File: config.mk
export PLATFORM = sky130hd
export DESIGN_NAME = result_fifo_flat
export DESIGN_NICKNAME = d
export VERILOG_FILES = /design/src/rtl/result_fifo_pkg.sv /design/src/rtl/result_fifo_if.sv /design/src/rtl/result_fifo_mem.sv /design/src/rtl/result_fifo.sv /design/src/flat_wrapper.sv
export SDC_FILE = /design/constraint.sdc
export NUM_CORES = 1
export LEC_CHECK = 0
export ABC_CLOCK_PERIOD_IN_PS = 2400
export CORE_MARGIN = 2
export CORE_UTILIZATION = 52
export DETAILED_ROUTE_END_ITERATION = 8
export GPL_TIMING_DRIVEN = 0
export PLACE_DENSITY = 0.78
export SLEW_MARGIN = 20
export SYNTH_ARGS = -nofsm -noshare
export SYNTH_HDL_FRONTEND = slang
export SYNTH_SLANG_ARGS = --single-unit
File: constraint.sdc
create_clock -name clk -period 2.4 [get_ports clk]
set_clock_uncertainty 0.1 [all_clocks]
set_input_delay 0.36 -clock clk [delete_from_list [all_inputs] [get_ports clk]]
set_output_delay 0.36 -clock clk [all_outputs]
set_load 0.1 [all_outputs]
File: src/rtl/result_fifo_pkg.sv
// rtl/result_fifo_pkg.sv - shared widths, depth and result type for the result collector
package result_fifo_pkg;

  localparam int RESULT_W          = 4;
  localparam int RESULT_FIFO_DEPTH = 4;
  localparam int DROPCNT_W         = 8;

  typedef logic [RESULT_W-1:0] result_t;

endpackage

File: src/rtl/result_fifo_if.sv
// rtl/result_fifo_if.sv - valid/ready result stream between the collector and its consumer
interface result_fifo_if
  import result_fifo_pkg::*;
#(
  parameter int DATA_W = RESULT_W
);

  logic              m_valid;
  logic [DATA_W-1:0] m_data;
  logic              m_ready;

  // Collector side: offers the head entry, sees the consumer's accept.
  modport master (
    output m_valid,
    output m_data,
    input  m_ready
  );

  // Consumer side: sees the head entry, drives the accept.
  modport slave (
    input  m_valid,
    input  m_data,
    output m_ready
  );

endinterface

File: src/rtl/result_fifo_mem.sv
// rtl/result_fifo_mem.sv - reset-cleared register array, one sync write port, one async read port
module result_fifo_mem
  import result_fifo_pkg::*;
#(
  parameter int DEPTH  = RESULT_FIFO_DEPTH,
  parameter int DATA_W = RESULT_W,
  parameter int ADDR_W = $clog2(DEPTH)
) (
  input  logic              clk,
  input  logic              rst,
  input  logic              we,
  input  logic [ADDR_W-1:0] waddr,
  input  logic [DATA_W-1:0] wdata,
  input  logic [ADDR_W-1:0] raddr,
  output logic [DATA_W-1:0] rdata
);

  logic [DATA_W-1:0] mem_q [DEPTH];

  // Storage: cleared on reset so the head reads as zero when nothing is queued.
  always_ff @(posedge clk or negedge rst) begin
    if (!rst) begin
      for (int i = 0; i < DEPTH; i++) begin
        mem_q[i] <= '0;
      end
    end else if (we) begin
      mem_q[waddr] <= wdata;
    end
  end

  assign rdata = mem_q[raddr];

endmodule

File: src/rtl/result_fifo.sv
// rtl/result_fifo.sv - outr capture FIFO with sticky overflow; RESULT_FIFO_DROPCNT_EN adds drop_cnt
module result_fifo
  import result_fifo_pkg::*;
#(
  parameter int DEPTH  = RESULT_FIFO_DEPTH,
  parameter int DATA_W = RESULT_W
) (
  input  logic                           clk,
  input  logic                           rst,
  input  logic                           ld_outr,
  input  logic [DATA_W-1:0]              outr,
  result_fifo_if.master                  m,
  output logic [$clog2(DEPTH+1)-1:0]     count,
  output logic                           full,
  output logic                           empty,
  output logic                           overflow,
  input  logic                           clr_ovf
`ifdef RESULT_FIFO_DROPCNT_EN
  ,
  output logic [DROPCNT_W-1:0]           drop_cnt
`endif
);

  localparam int PTR_W = $clog2(DEPTH);
  localparam int CNT_W = $clog2(DEPTH+1);

  localparam logic [CNT_W-1:0] DEPTH_C = CNT_W'(DEPTH);
  localparam logic [CNT_W-1:0] CNT_ONE = CNT_W'(1);
  localparam logic [PTR_W-1:0] PTR_ONE = PTR_W'(1);

  logic              ld_d;
  logic [PTR_W-1:0]  wr_ptr;
  logic [PTR_W-1:0]  rd_ptr;
  logic [CNT_W-1:0]  count_q;
  logic              ovf_q;
  logic              pop;
  logic              push;
  logic              drop;
  logic [DATA_W-1:0] head_data;

  // Status is decoded from registered occupancy only, so it never glitches.
  assign full     = (count_q == DEPTH_C);
  assign empty    = (count_q == '0);
  assign count    = count_q;
  assign overflow = ovf_q;

  assign m.m_valid = !empty;
  assign m.m_data  = head_data;

  // A push into a full queue is still accepted when the head leaves on the same edge.
  assign pop  = m.m_valid && m.m_ready;
  assign push = ld_d && (!full || pop);
  assign drop = ld_d && full && !pop;

  // outr only holds the new value one edge after LD_outr, so delay the strobe to match.
  always_ff @(posedge clk or negedge rst) begin
    if (!rst) begin
      ld_d <= 1'b0;
    end else begin
      ld_d <= ld_outr;
    end
  end

  // Read and write pointers wrap naturally because DEPTH is a power of two.
  always_ff @(posedge clk or negedge rst) begin
    if (!rst) begin
      wr_ptr <= '0;
      rd_ptr <= '0;
    end else begin
      if (push) begin
        wr_ptr <= wr_ptr + PTR_ONE;
      end
      if (pop) begin
        rd_ptr <= rd_ptr + PTR_ONE;
      end
    end
  end

  // Occupancy is kept apart from the pointers so full and empty never alias.
  always_ff @(posedge clk or negedge rst) begin
    if (!rst) begin
      count_q <= '0;
    end else begin
      case ({push, pop})
        2'b10:   count_q <= count_q + CNT_ONE;
        2'b01:   count_q <= count_q - CNT_ONE;
        default: count_q <= count_q;
      endcase
    end
  end

  // Sticky overflow: a drop on the same edge as a clear keeps the flag set.
  always_ff @(posedge clk or negedge rst) begin
    if (!rst) begin
      ovf_q <= 1'b0;
    end else if (drop) begin
      ovf_q <= 1'b1;
    end else if (clr_ovf) begin
      ovf_q <= 1'b0;
    end
  end

  result_fifo_mem #(
    .DEPTH  (DEPTH),
    .DATA_W (DATA_W),
    .ADDR_W (PTR_W)
  ) u_mem (
    .clk   (clk),
    .rst   (rst),
    .we    (push),
    .waddr (wr_ptr),
    .wdata (outr),
    .raddr (rd_ptr),
    .rdata (head_data)
  );

`ifdef RESULT_FIFO_DROPCNT_EN
  logic [DROPCNT_W-1:0] drop_q;

  assign drop_cnt = drop_q;

  // Saturating drop counter; a drop alongside a clear restarts the count at one.
  always_ff @(posedge clk or negedge rst) begin
    if (!rst) begin
      drop_q <= '0;
    end else if (drop) begin
      if (clr_ovf) begin
        drop_q <= DROPCNT_W'(1);
      end else if (drop_q != {DROPCNT_W{1'b1}}) begin
        drop_q <= drop_q + DROPCNT_W'(1);
      end
    end else if (clr_ovf) begin
      drop_q <= '0;
    end
  end
`else
  // Without the drop counter only the sticky overflow flag reports lost results.
`endif

endmodule

File: src/flat_wrapper.sv
// flat-port wrapper written by rule: the top's interface ports become plain ports
module result_fifo_flat import result_fifo_pkg::*;
#(
  parameter int DEPTH  = RESULT_FIFO_DEPTH,
  parameter int DATA_W = RESULT_W
)
  (clk, rst, ld_outr, outr, count, full, empty, overflow, clr_ovf, m_m_valid, m_m_data, m_m_ready);
  result_fifo_if #(.DATA_W(DATA_W)) m_i ();
  input  logic clk;
  input  logic rst;
  input  logic ld_outr;
  input  logic [DATA_W-1:0] outr;
  output logic [$clog2(DEPTH+1)-1:0] count;
  output logic full;
  output logic empty;
  output logic overflow;
  input  logic clr_ovf;
  output wire logic [$bits(m_i.m_valid)-1:0] m_m_valid;
  output wire logic [$bits(m_i.m_data)-1:0] m_m_data;
  input wire logic [$bits(m_i.m_ready)-1:0] m_m_ready;
  assign m_m_valid = m_i.m_valid;
  assign m_m_data = m_i.m_data;
  assign m_i.m_ready = m_m_ready;
  result_fifo #(.DEPTH(DEPTH), .DATA_W(DATA_W)) u_core (.clk(clk), .rst(rst), .ld_outr(ld_outr), .outr(outr), .m(m_i), .count(count), .full(full), .empty(empty), .overflow(overflow), .clr_ovf(clr_ovf));
endmodule
# Word level (Yosys, flattened, before mapping)
# Index checks and enable logic that the tools add are counted.
[op_classes]
add_sub_neg = 4
multipliers = 0
div_mod_pow = 0
magnitude_cmp = 3
n_eq_ne = 3
shifts = 0
n_mux = 9
bitwise_logic = 2
n_reduce_logical = 12
[op_table]
columns = ["operator", "count"]
rows = [
  ["$bwmux W16", 1],
  ["$mux W4", 3],
  ["$bmux W4 S2", 1],
  ["$demux W4 S2", 1],
  ["$ge A3 B3 Y1 const B", 2],
  ["$not A2 Y3", 2],
  ["$pmux W3 S2", 1],
  ["$logic_and A1 B1 Y1", 5],
  ["$add A2 B1 Y2 const B", 2],
  ["$reduce_bool A2 Y1", 2],
  ["$add A3 B1 Y3 const B", 1],
  ["$eq A3 B3 Y1 const B", 1],
  ["$logic_not A1 Y1", 3],
  ["$logic_not A3 Y1", 1],
  ["$lt A3 B1 Y1 const B", 1],
  ["$sub A3 B1 Y3 const B", 1],
  ["$eq A2 B1 Y1 const B", 1],
  ["$eq A2 B2 Y1 const B", 1],
  ["$mux W1", 2],
  ["$logic_or A1 B1 Y1", 1],
]
[totals]
reg_bits = 25
latchBits = 0
ramBits = 0
mem_bits_ro = 0
input_bits = 9
out_inout_bits = 11
mem_count = 0

# Depth between registers and ports, before layout
# Gate-level depths: netlist (run 1).
[depth]
depth_word = 7
ltp_mapped = 7
depth_no_buf = 7

# Cells and area by module
# Synthesis (run 1) repeated with hierarchy kept, for this count alone.
[unflattened]
cells_unflattened = 95
hier_area_um2 = 1247.4
[by_module_without_submodules]
columns = ["module", "n_inst", "cells_each", "area_each_um2", "seq_area_each_um2"]
rows = [
  ["result_fifo_mem", 1, 40, 713.2, 400.4],
  ["result_fifo", 1, 55, 534.3, 225.2],
]

# Worst setup path after synthesis (run 1)
# Ideal clock, no wire load.
[synth_path]
path_type = "register to register"
from = "reg u_core.count_q[1] (netlist: u_core.count[1])"
to = "reg u_core.count_q[1] (netlist: u_core.count[1])"
setup_time_ps = 87
arrival_ps = 3302
setup_slack_ps = -1089
stages_incl_launch_ff = 8
n_path_buf = 0
path_cell_list = "dfrtp_1 > or3_1 > nand2_1 > or2_2 > fa_1 > o21ba_2 > o211ai_1 > a22oi_1"
[synth_between]
elab_chain_len = 7
[synth_lines]
columns = ["element", "line_no", "text"]
rows = [
  ["start: declaration", "result_fifo.sv:34", "logic [CNT_W-1:0] count_q;"],
  ["start signal: assignment", "result_fifo.sv:85", "2'b10: count_q <= count_q + CNT_ONE;"],
  ["start signal: assignment", "result_fifo.sv:86", "2'b01: count_q <= count_q - CNT_ONE;"],
  ["start signal: assignment", "result_fifo.sv:87", "default: count_q <= count_q;"],
  ["$logic_not A3 Y1 (*)", "result_fifo.sv:43", "assign empty = (count_q == '0);"],
  ["$logic_not A1 Y1 (*)", "result_fifo.sv:47", "assign m.m_valid = !empty;"],
  ["via m_m_valid", "flat_wrapper.sv:18", "output wire logic [$bits(m_i.m_valid)-1:0] m_m_valid;"],
  ["$logic_and A1 B1 Y1 (*)", "result_fifo.sv:51", "assign pop = m.m_valid && m.m_ready;"],
  ["$logic_or A1 B1 Y1", "result_fifo.sv:52", "assign push = ld_d && (!full || pop);"],
  ["$logic_and A1 B1 Y1", "result_fifo.sv:52", ""],
  ["$eq A2 B1 Y1 or $eq A2 B2 Y1 (tied branches)", "result_fifo.sv:84", "case ({push, pop})"],
  ["$pmux W3 S2 or $reduce_bool A2 Y1 (tied branches)", "-", ""],
]
# Mark *: on every way through the listed nets, which the timed path passes. The rest lies on a longest branch.
# A chain may end at the register's enable or synchronous reset.

# Worst setup path after layout (run 1)
[layout_path]
from = "reg u_core.count_q[2] (netlist: u_core.count[2])"
to = "out empty"
[layout_between]
elab_chain_len = 1
[layout_lines]
columns = ["element", "line_no", "text"]
rows = [
  ["$logic_not A3 Y1", "result_fifo.sv:43", ""],
  ["end: declaration", "flat_wrapper.sv:15", "output logic empty;"],
]
# Every way passes these cells.

==> impl_results.rst, run 1 <==
.. list-table::
   :header-rows: 1

   * - Metric
     - Value
   * - First-pass GRT wire length
     - between 3 and 4 mm
   * - Setup slack, reg-to-reg
     - 0.15 ns
   * - Global-route usage over all layers
     - 17.82%
   * - Total number of placement rows
     - 17
   * - Fill cells
     - 184
   * - Net count after synthesis
     - 112
   * - Via count of the first global-routing pass
     - just under 800
   * - Top achievable clock speed
     - 0.4274 GHz
   * - GR Overflow Total
     - 0
   * - Cts bufs inserted
     - 3
   * - Remaining routing DRC violations
     - 0
   * - Final Routed Wirelength
     - between 2 and 2.5 mm
   * - Result of the run
     - finished, final reports clean
   * - Critical Path Start Type
     - register
   * - Vias per std cell
     - around 5.4
   * - Synth area leader
     - sky130_fd_sc_hd__dfrtp_1
   * - Syn-to-layout area delta
     - 21.81%
   * - Floorplan die width
     - 53.15 um
   * - Critical path required time
     - around 1.9 ns
   * - Shortest clock period the worst path allows after layout
     - 2.340 ns
   * - Clk pin slew, worst setup/hold paths
     - 0.13 ns
   * - Post-synthesis area per instance
     - approximately 13 um2
   * - Pin slew with the least headroom to its limit
     - around 0.97 ns
   * - Post-Synthesis Cells
     - 98
   * - Final core utilization
     - 67.87%
   * - Hold-critical path endpoint
     - u_core.ld_d
   * - Number of pins with negative max-slew slack in the final report
     - 0
   * - Final antenna diode count
     - 0
   * - HP Class
     - in2reg
   * - Via total after detailed routing
     - just over 800
   * - Remaining number of nets flagged by the antenna check after routing
     - 0
   * - Placement-stage cell area
     - between 1500 and 2000 um2
   * - DR WL/cell
     - around 15 um
   * - Number of placed I/O pins
     - 20
   * - Port-buffer cells
     - 19
   * - Yosys Warn Count
     - 0
   * - Endpoint of the worst-slack reg-to-reg timing path
     - u_core.count[1]
   * - Number of antenna violations at the first check in global routing
     - 0
   * - Initial Util
     - a little under three fifths
   * - Core area
     - around 2300 um2
   * - Worst Path Class, Setup
     - reg2out
   * - Number of library cell types mapped by synthesis
     - 25
   * - Number of DRC markers after the initial detailed-route iteration
     - 9
   * - Total number of H-tree levels
     - 1
   * - Endpoint class of the critical path
     - primary output
   * - Post-route fraction of the period consumed by the critical path
     - 97.50%
   * - Final setup viols
     - 0
   * - Worst Reg2Reg Path Length in Cells
     - 7
   * - 1st-pass router iterations
     - 4
   * - Fraction of post-synthesis cell area in the top cell type by area
     - between 40% and 50%
   * - Pin count of the biggest net entering global routing
     - 26
   * - Flop and latch count out of synthesis
     - 25
   * - Most area-consuming cells after synthesis
     - sky130_fd_sc_hd__dfrtp_1 (50%), sky130_fd_sc_hd__mux2_2 (15%), sky130_fd_sc_hd__mux4_2 (7.2%)
   * - Cells on Worst Hold Path
     - 1
   * - Reg-to-reg critical path startpoint
     - u_core.count[2]
   * - Total Die Area
     - 2825 um2
   * - Hold violation total from the final report
     - 0
   * - Clk_lat worst skew
     - 0.30 ns
   * - Sequential cell area fraction in the yosys report
     - 49.80%
   * - RePlAce Congestion
     - 0.7757
   * - Buffer type at the clock tree root
     - sky130_fd_sc_hd__clkbuf_4
   * - Peak fanout along the critical path
     - 8
   * - Post-Syn Area
     - about 1300 um2
   * - Worst slew margin
     - a little over a third
   * - Max capacitance violation total
     - 0
   * - Buffer depth of the longest clock path
     - 2
   * - Count of clock tree sinks
     - 25
   * - Min-Delay Startpoint
     - ld_outr
   * - Arr. time, crit path
     - 1.88 ns
   * - Die Y-Extent
     - 53.15 um
   * - Post-route cell area
     - 1530 um2
   * - CTS tree
     - built
   * - Share of cells above drive strength 1
     - about a third
   * - Total setup buffers inserted after CTS
     - 0
   * - Total number of nets in the final design
     - about 140
   * - Unrepaired setup endpoints after global routing
     - no
   * - Detailed-placement wirelength estimate
     - 1.666 mm
   * - Fin Setup TNS
     - 0 ns
## worst max-delay path by stage
| stage | cells after the start | from | slack, ns | endpoint |
|---|---|---|---|---|
| floorplan | 7 | u_core.count[2] | -0.1 | u_core.count[1] |
| global placement | 8 | m_m_ready | -0.16 | u_core.count[1] |
| detailed placement | 8 | m_m_ready | -0.21 | u_core.count[1] |
| CTS | 3 | u_core.rd_ptr[0] | 0.06 | m_m_data[2] |
| global route | 3 | u_core.rd_ptr[0] | 0.003 | m_m_data[2] |
| finish | 3 | u_core.count[2] | 0.06 | empty |
## cells in the mapped netlist
master                     count
sky130_fd_sc_hd__o211ai_1      2
sky130_fd_sc_hd__nor2_1        7
sky130_fd_sc_hd__xor2_1        2
sky130_fd_sc_hd__nand2b_1      2
sky130_fd_sc_hd__a22oi_1       1
sky130_fd_sc_hd__o21ba_2       1
sky130_fd_sc_hd__nand3_1       3
sky130_fd_sc_hd__buf_2         3
sky130_fd_sc_hd__mux4_2        4
sky130_fd_sc_hd__fa_1          1
sky130_fd_sc_hd__inv_1         6
sky130_fd_sc_hd__o32ai_1       1
sky130_fd_sc_hd__ha_1          4
sky130_fd_sc_hd__or3_1         2
sky130_fd_sc_hd__nand3b_1      1
sky130_fd_sc_hd__or2_2         1
sky130_fd_sc_hd__and2_1        1
sky130_fd_sc_hd__nor4b_4       1
sky130_fd_sc_hd__o21ai_0       2
sky130_fd_sc_hd__mux2_2       17
sky130_fd_sc_hd__xnor2_1       3
sky130_fd_sc_hd__dfrtp_1      25
sky130_fd_sc_hd__nand2_1       6
sky130_fd_sc_hd__and3_1        1
sky130_fd_sc_hd__o21bai_1      1
## stage by stage
step	hold WS (ns)	setup WS, ns	instances
floorplan	-0.03559	-0.09617	98
global placement	0.3844	-0.1613	145
detailed placement	0.3910	-0.2073	145
CTS	0.3832	0.05512	149
global route	0.3743	0.002606	150
finish	0.3795	0.06005	150
## cells by family after synthesis
logic type / Yosys count / share of synthesized area [%]
AO/OA/AOI/OAI: 8 / 4.682
XOR/XNOR: 5 / 3.487
adder cells (fa/ha/maj): 5 / 5.578
buffers and inverters: 9 / 2.988
flip-flops: 25 / 49.80
multiplexers: 21 / 22.41
AND/OR/NAND/NOR: 25 / 11.06
## per-layer routing
layer	global-route usage (%)	up-vias	share of wire, %	routed length, um
met5	0	-	0	0
met2	30.42	15	49	1065
met3	3.107	2	3.8	83
met4	4.701	0	0.55	12
li1	-	389	-	-
met1	23.33	399	47	1021
## cell usage in the layout, fill, tap and decap left out, types with 2 or more instances in the layout
| cell type | count |
|---|---|
| sky130_fd_sc_hd__buf_2 | 6 |
| sky130_fd_sc_hd__clkbuf_4 | 3 |
| sky130_fd_sc_hd__clkdlybuf4s15_2 | 4 |
| sky130_fd_sc_hd__clkdlybuf4s50_1 | 8 |
| sky130_fd_sc_hd__dfrtp_1 | 22 |
| sky130_fd_sc_hd__dfrtp_4 | 3 |
| sky130_fd_sc_hd__dlygate4sd2_1 | 4 |
| sky130_fd_sc_hd__ha_1 | 4 |
| sky130_fd_sc_hd__inv_1 | 6 |
| sky130_fd_sc_hd__mux2_2 | 17 |
| sky130_fd_sc_hd__mux4_2 | 4 |
| sky130_fd_sc_hd__nand2_1 | 5 |
| sky130_fd_sc_hd__nand2b_1 | 2 |
| sky130_fd_sc_hd__nand3_1 | 3 |
| sky130_fd_sc_hd__nor2_1 | 7 |
| sky130_fd_sc_hd__o211ai_1 | 2 |
| sky130_fd_sc_hd__o21ai_0 | 2 |
| sky130_fd_sc_hd__xnor2_1 | 3 |
| sky130_fd_sc_hd__xor2_1 | 2 |
## final cells by class
class | count | area (um2) | share of cell area (%)
plain buffers | 3 | 15.01 | 0.9812
clock buffers | 4 | 26.28 | 1.717
inverters | 6 | 22.52 | 1.472
multi-input cells | 64 | 609.3 | 39.82
flip-flops and latches | 25 | 636.9 | 41.62
well taps | 28 | 35.03 | 2.289
repair buffers | 20 | 185.2 | 12.10
## what timing repair did
action | CTS | global route
endpoints found under the hold margin | 0 | 25
hold buffers | 0 | 1
resized for setup | 22 | 4
setup endpoints to repair | 10 | 2
gates cloned | 0 | 0
## worst max-delay path: stages (launching register included)
cell                              delay [ns]
sky130_fd_sc_hd__dfrtp_4                0.54
sky130_fd_sc_hd__or3_4                  0.42
sky130_fd_sc_hd__inv_1                  0.06
sky130_fd_sc_hd__clkdlybuf4s15_2        0.54
## sequential cells by signal (all words and copies together), names as in the netlist
name and flops:
u_core.u_mem.mem_q 16, u_core.count 3, u_core.rd_ptr 2, u_core.wr_ptr 2
u_core.ld_d 1, u_core.overflow 1
Power of run 1 is left out: the tool's default activity adds up to more than one toggle a clock period on the data nets, which glitch-free logic cannot reach.
==> run 2, diff against run 1 <==
--- a/config.mk
+++ b/config.mk
@@ -6,6 +6,7 @@
 export NUM_CORES = 1
 export LEC_CHECK = 0
 export ABC_CLOCK_PERIOD_IN_PS = 2400
+export CAP_MARGIN = 40
 export CORE_MARGIN = 2
 export CORE_UTILIZATION = 52
 export DETAILED_ROUTE_END_ITERATION = 8
==> run 2 against run 1 <==
Net effect:
- first-iteration DRC count up 22%
- die area unchanged
- core utilization up 7.8 points
- cell count up 5.3%
- clock-buffer cell count down 1
- sequential cell count unchanged
- global-route usage up 4.0 points
- register-to-register slack better by 0.03 ns
- non-clock buffer count up 8
==> impl_results.rst, run 2 (synthesis results as in run 1) <==
.. list-table::
   :header-rows: 1

   * - Metric
     - Value
   * - Kind of cell adding the most delay to the critical path
     - buffers and inverters
   * - Highest-utilization routing layer at the global route stage
     - met2
   * - Via count of the first global-routing pass
     - 905
   * - Peak fanout along the critical path
     - 7
   * - Remaining number of nets flagged by the antenna check after routing
     - 0
   * - Remaining routing DRC violations
     - 0
   * - Worst Path Class, Setup
     - reg2out
   * - Fraction of met1 tracks used by global routing
     - 29.89%
   * - Top achievable clock speed
     - 0.4283 GHz
   * - Clk pin slew, worst setup/hold paths
     - 0.15 ns
   * - GR Overflow Total
     - 0
   * - Clk_lat worst skew
     - 0.33 ns
   * - Floorplan die width
     - 53.15 um
   * - Final Routed Wirelength
     - 2.517 mm
   * - Post-route fraction of the period consumed by the critical path
     - a little over nine tenths
   * - Via total after detailed routing
     - 873
   * - Slowest-stage cell, CP
     - sky130_fd_sc_hd__dfrtp_4
   * - Worst slew margin
     - approximately three fifths
   * - Global routing met2 resource utilization
     - 34.17%
   * - Total number of placement rows
     - 17
   * - HP Class
     - in2async
   * - Total number of H-tree levels
     - 1
   * - DR WL/cell
     - about 16 um
   * - Most frequent standard cell in the layout excluding fill and tap cells
     - sky130_fd_sc_hd__dfrtp_1
   * - Critical Path Start Type
     - register
   * - Shortest clock period the worst path allows after layout
     - 2.335 ns
   * - Number of DRC markers after the initial detailed-route iteration
     - 11
   * - Worst path cell trace
     - nor2_2 > and2_1 > clkdlybuf4s50_1 > buf_8
   * - Flip-flop count of the largest register, all copies and words added
     - 16
   * - Final setup viols
     - 0
   * - Area used by sequential logic in the layout
     - 636.9 um2
   * - Cts bufs inserted
     - 3
   * - Pin slew with the least headroom to its limit
     - about 0.60 ns
   * - Buffer type at the clock tree root
     - sky130_fd_sc_hd__clkbuf_4
   * - RePlAce Congestion
     - 0.7757
   * - Met3 usage
     - 3.672%
   * - Fill cells
     - 158
   * - Pin count of the biggest net entering global routing
     - 16
   * - Global-route usage over all layers
     - roughly 22%
   * - Max incr delay on CP
     - 0.55 ns
   * - Post-placement setup slack
     - -0.1966 ns
   * - Number of antenna violations at the first check in global routing
     - 0
   * - Endpoint class of the critical path
     - primary output
   * - Number of placed I/O pins
     - 20
   * - Hold violation total from the final report
     - 0
   * - CTS tree
     - built
   * - Share of cells above drive strength 1
     - 40.00%
   * - Syn-to-layout area delta
     - 35.76%
   * - Total number of nets in the final design
     - 145
   * - Number of pins with negative max-slew slack in the final report
     - 0
   * - First-pass GRT wire length
     - 4.278 mm
   * - 1st-pass router iterations
     - 4
   * - Fin Setup TNS
     - 0 ns
   * - Total Die Area
     - 2825 um2
   * - Final antenna diode count
     - 0
   * - Crit path buf inv count
     - 2
   * - Core area
     - roughly 2300 um2
   * - Final core utilization
     - 75.64%
   * - Die Y-Extent
     - 53.15 um
   * - Most flop-heavy register
     - u_core.u_mem.mem_q
   * - Max capacitance violation total
     - 0
   * - Initial Util
     - 55.72%
   * - Slack of the critical path
     - 0.06516 ns
   * - Arr. time, crit path
     - 1.87 ns
   * - Critical path required time
     - 1.94 ns
   * - Result of the run
     - finished, final reports clean
   * - Unrepaired setup endpoints after global routing
     - no
   * - Detailed-placement wirelength estimate
     - about 1.9 mm
   * - Commonest cells after routing, fill and taps aside
     - sky130_fd_sc_hd__dfrtp_1 (22), sky130_fd_sc_hd__mux2_2 (17), sky130_fd_sc_hd__clkdlybuf4s50_1 (13), sky130_fd_sc_hd__buf_8 (9)
   * - Multi-input gate area in the final layout
     - 611.8 um2
   * - Buffer depth of the longest clock path
     - 2
   * - Port-buffer cells
     - 19
   * - Count of clock tree sinks
     - 25
   * - Vias per std cell
     - roughly 5.5
run 2: path summary, 6_finish.rpt:
path	startpoint	end	slack (ns)	depth (start not counted)
min in group clk	ld_outr	u_core.ld_d	0.36	1
max reg2reg	u_core.count[0]	u_core.count[1]	0.18	7
min reg2reg	u_core.u_mem.mem_q[1]	u_core.u_mem.mem_q[1]	0.42	1
max	u_core.count[1]	full	0.07	4
max in group asynchronous	rst	u_core.count[0]	1.39	2
min	rst	u_core.u_mem.mem_q[8]	0.28	1
run 2: cell type report:
cell class | instances | share of cell area (%)
Tap cell | 28 | 2.054
Clock buffer | 3 | 1.321
Multi-Input combinational cell | 64 | 35.88
Buffer | 3 | 1.247
Clock inverter | 1 | 0.4402
Sequential cell | 25 | 37.34
Inverter | 6 | 1.321
Timing Repair Buffer | 28 | 20.40
run 2: per-layer routing:
layer / vias up / wire [um]
li1: 411 / -
met4: 0 / 47
met5: - / 0
met2: 14 / 1241
met3: 6 / 71
met1: 442 / 1157
run 2: timing repair:
| item | 4_1_cts | 5_1_grt |
|---|---|---|
| hold buffers | 0 | 0 |
| resized for setup | 5 | 1 |
| setup buffers | 3 | 0 |
| endpoints found under the setup margin | 6 | 2 |
| pin swaps | 0 | 0 |
run 2: worst reg2reg max path, stage by stage (launching register included):
cell and delay, ns:
sky130_fd_sc_hd__dfrtp_4 0.52, sky130_fd_sc_hd__or3_4 0.41, sky130_fd_sc_hd__nand2_2 0.09, sky130_fd_sc_hd__or2_4 0.11, sky130_fd_sc_hd__fa_1 0.42, sky130_fd_sc_hd__o21ba_4 0.23
sky130_fd_sc_hd__o211ai_1 0.07, sky130_fd_sc_hd__a22oi_1 0.19
run 2: metrics by stage:
| step | hold slack, ns | area, um2 | cells |
|---|---|---|---|
| 2_1_floorplan | -0.03559 | 1284 | 98 |
| 3_3_place_gp | 0.3844 | 1509 | 145 |
| 3_5_place_dp | 0.3960 | 1689 | 157 |
| 4_1_cts | 0.2932 | 1713 | 159 |
| 5_1_grt | 0.3057 | 1705 | 158 |
| 6_report | 0.2793 | 1705 | 158 |
Power of run 2 is left out for the same reason.
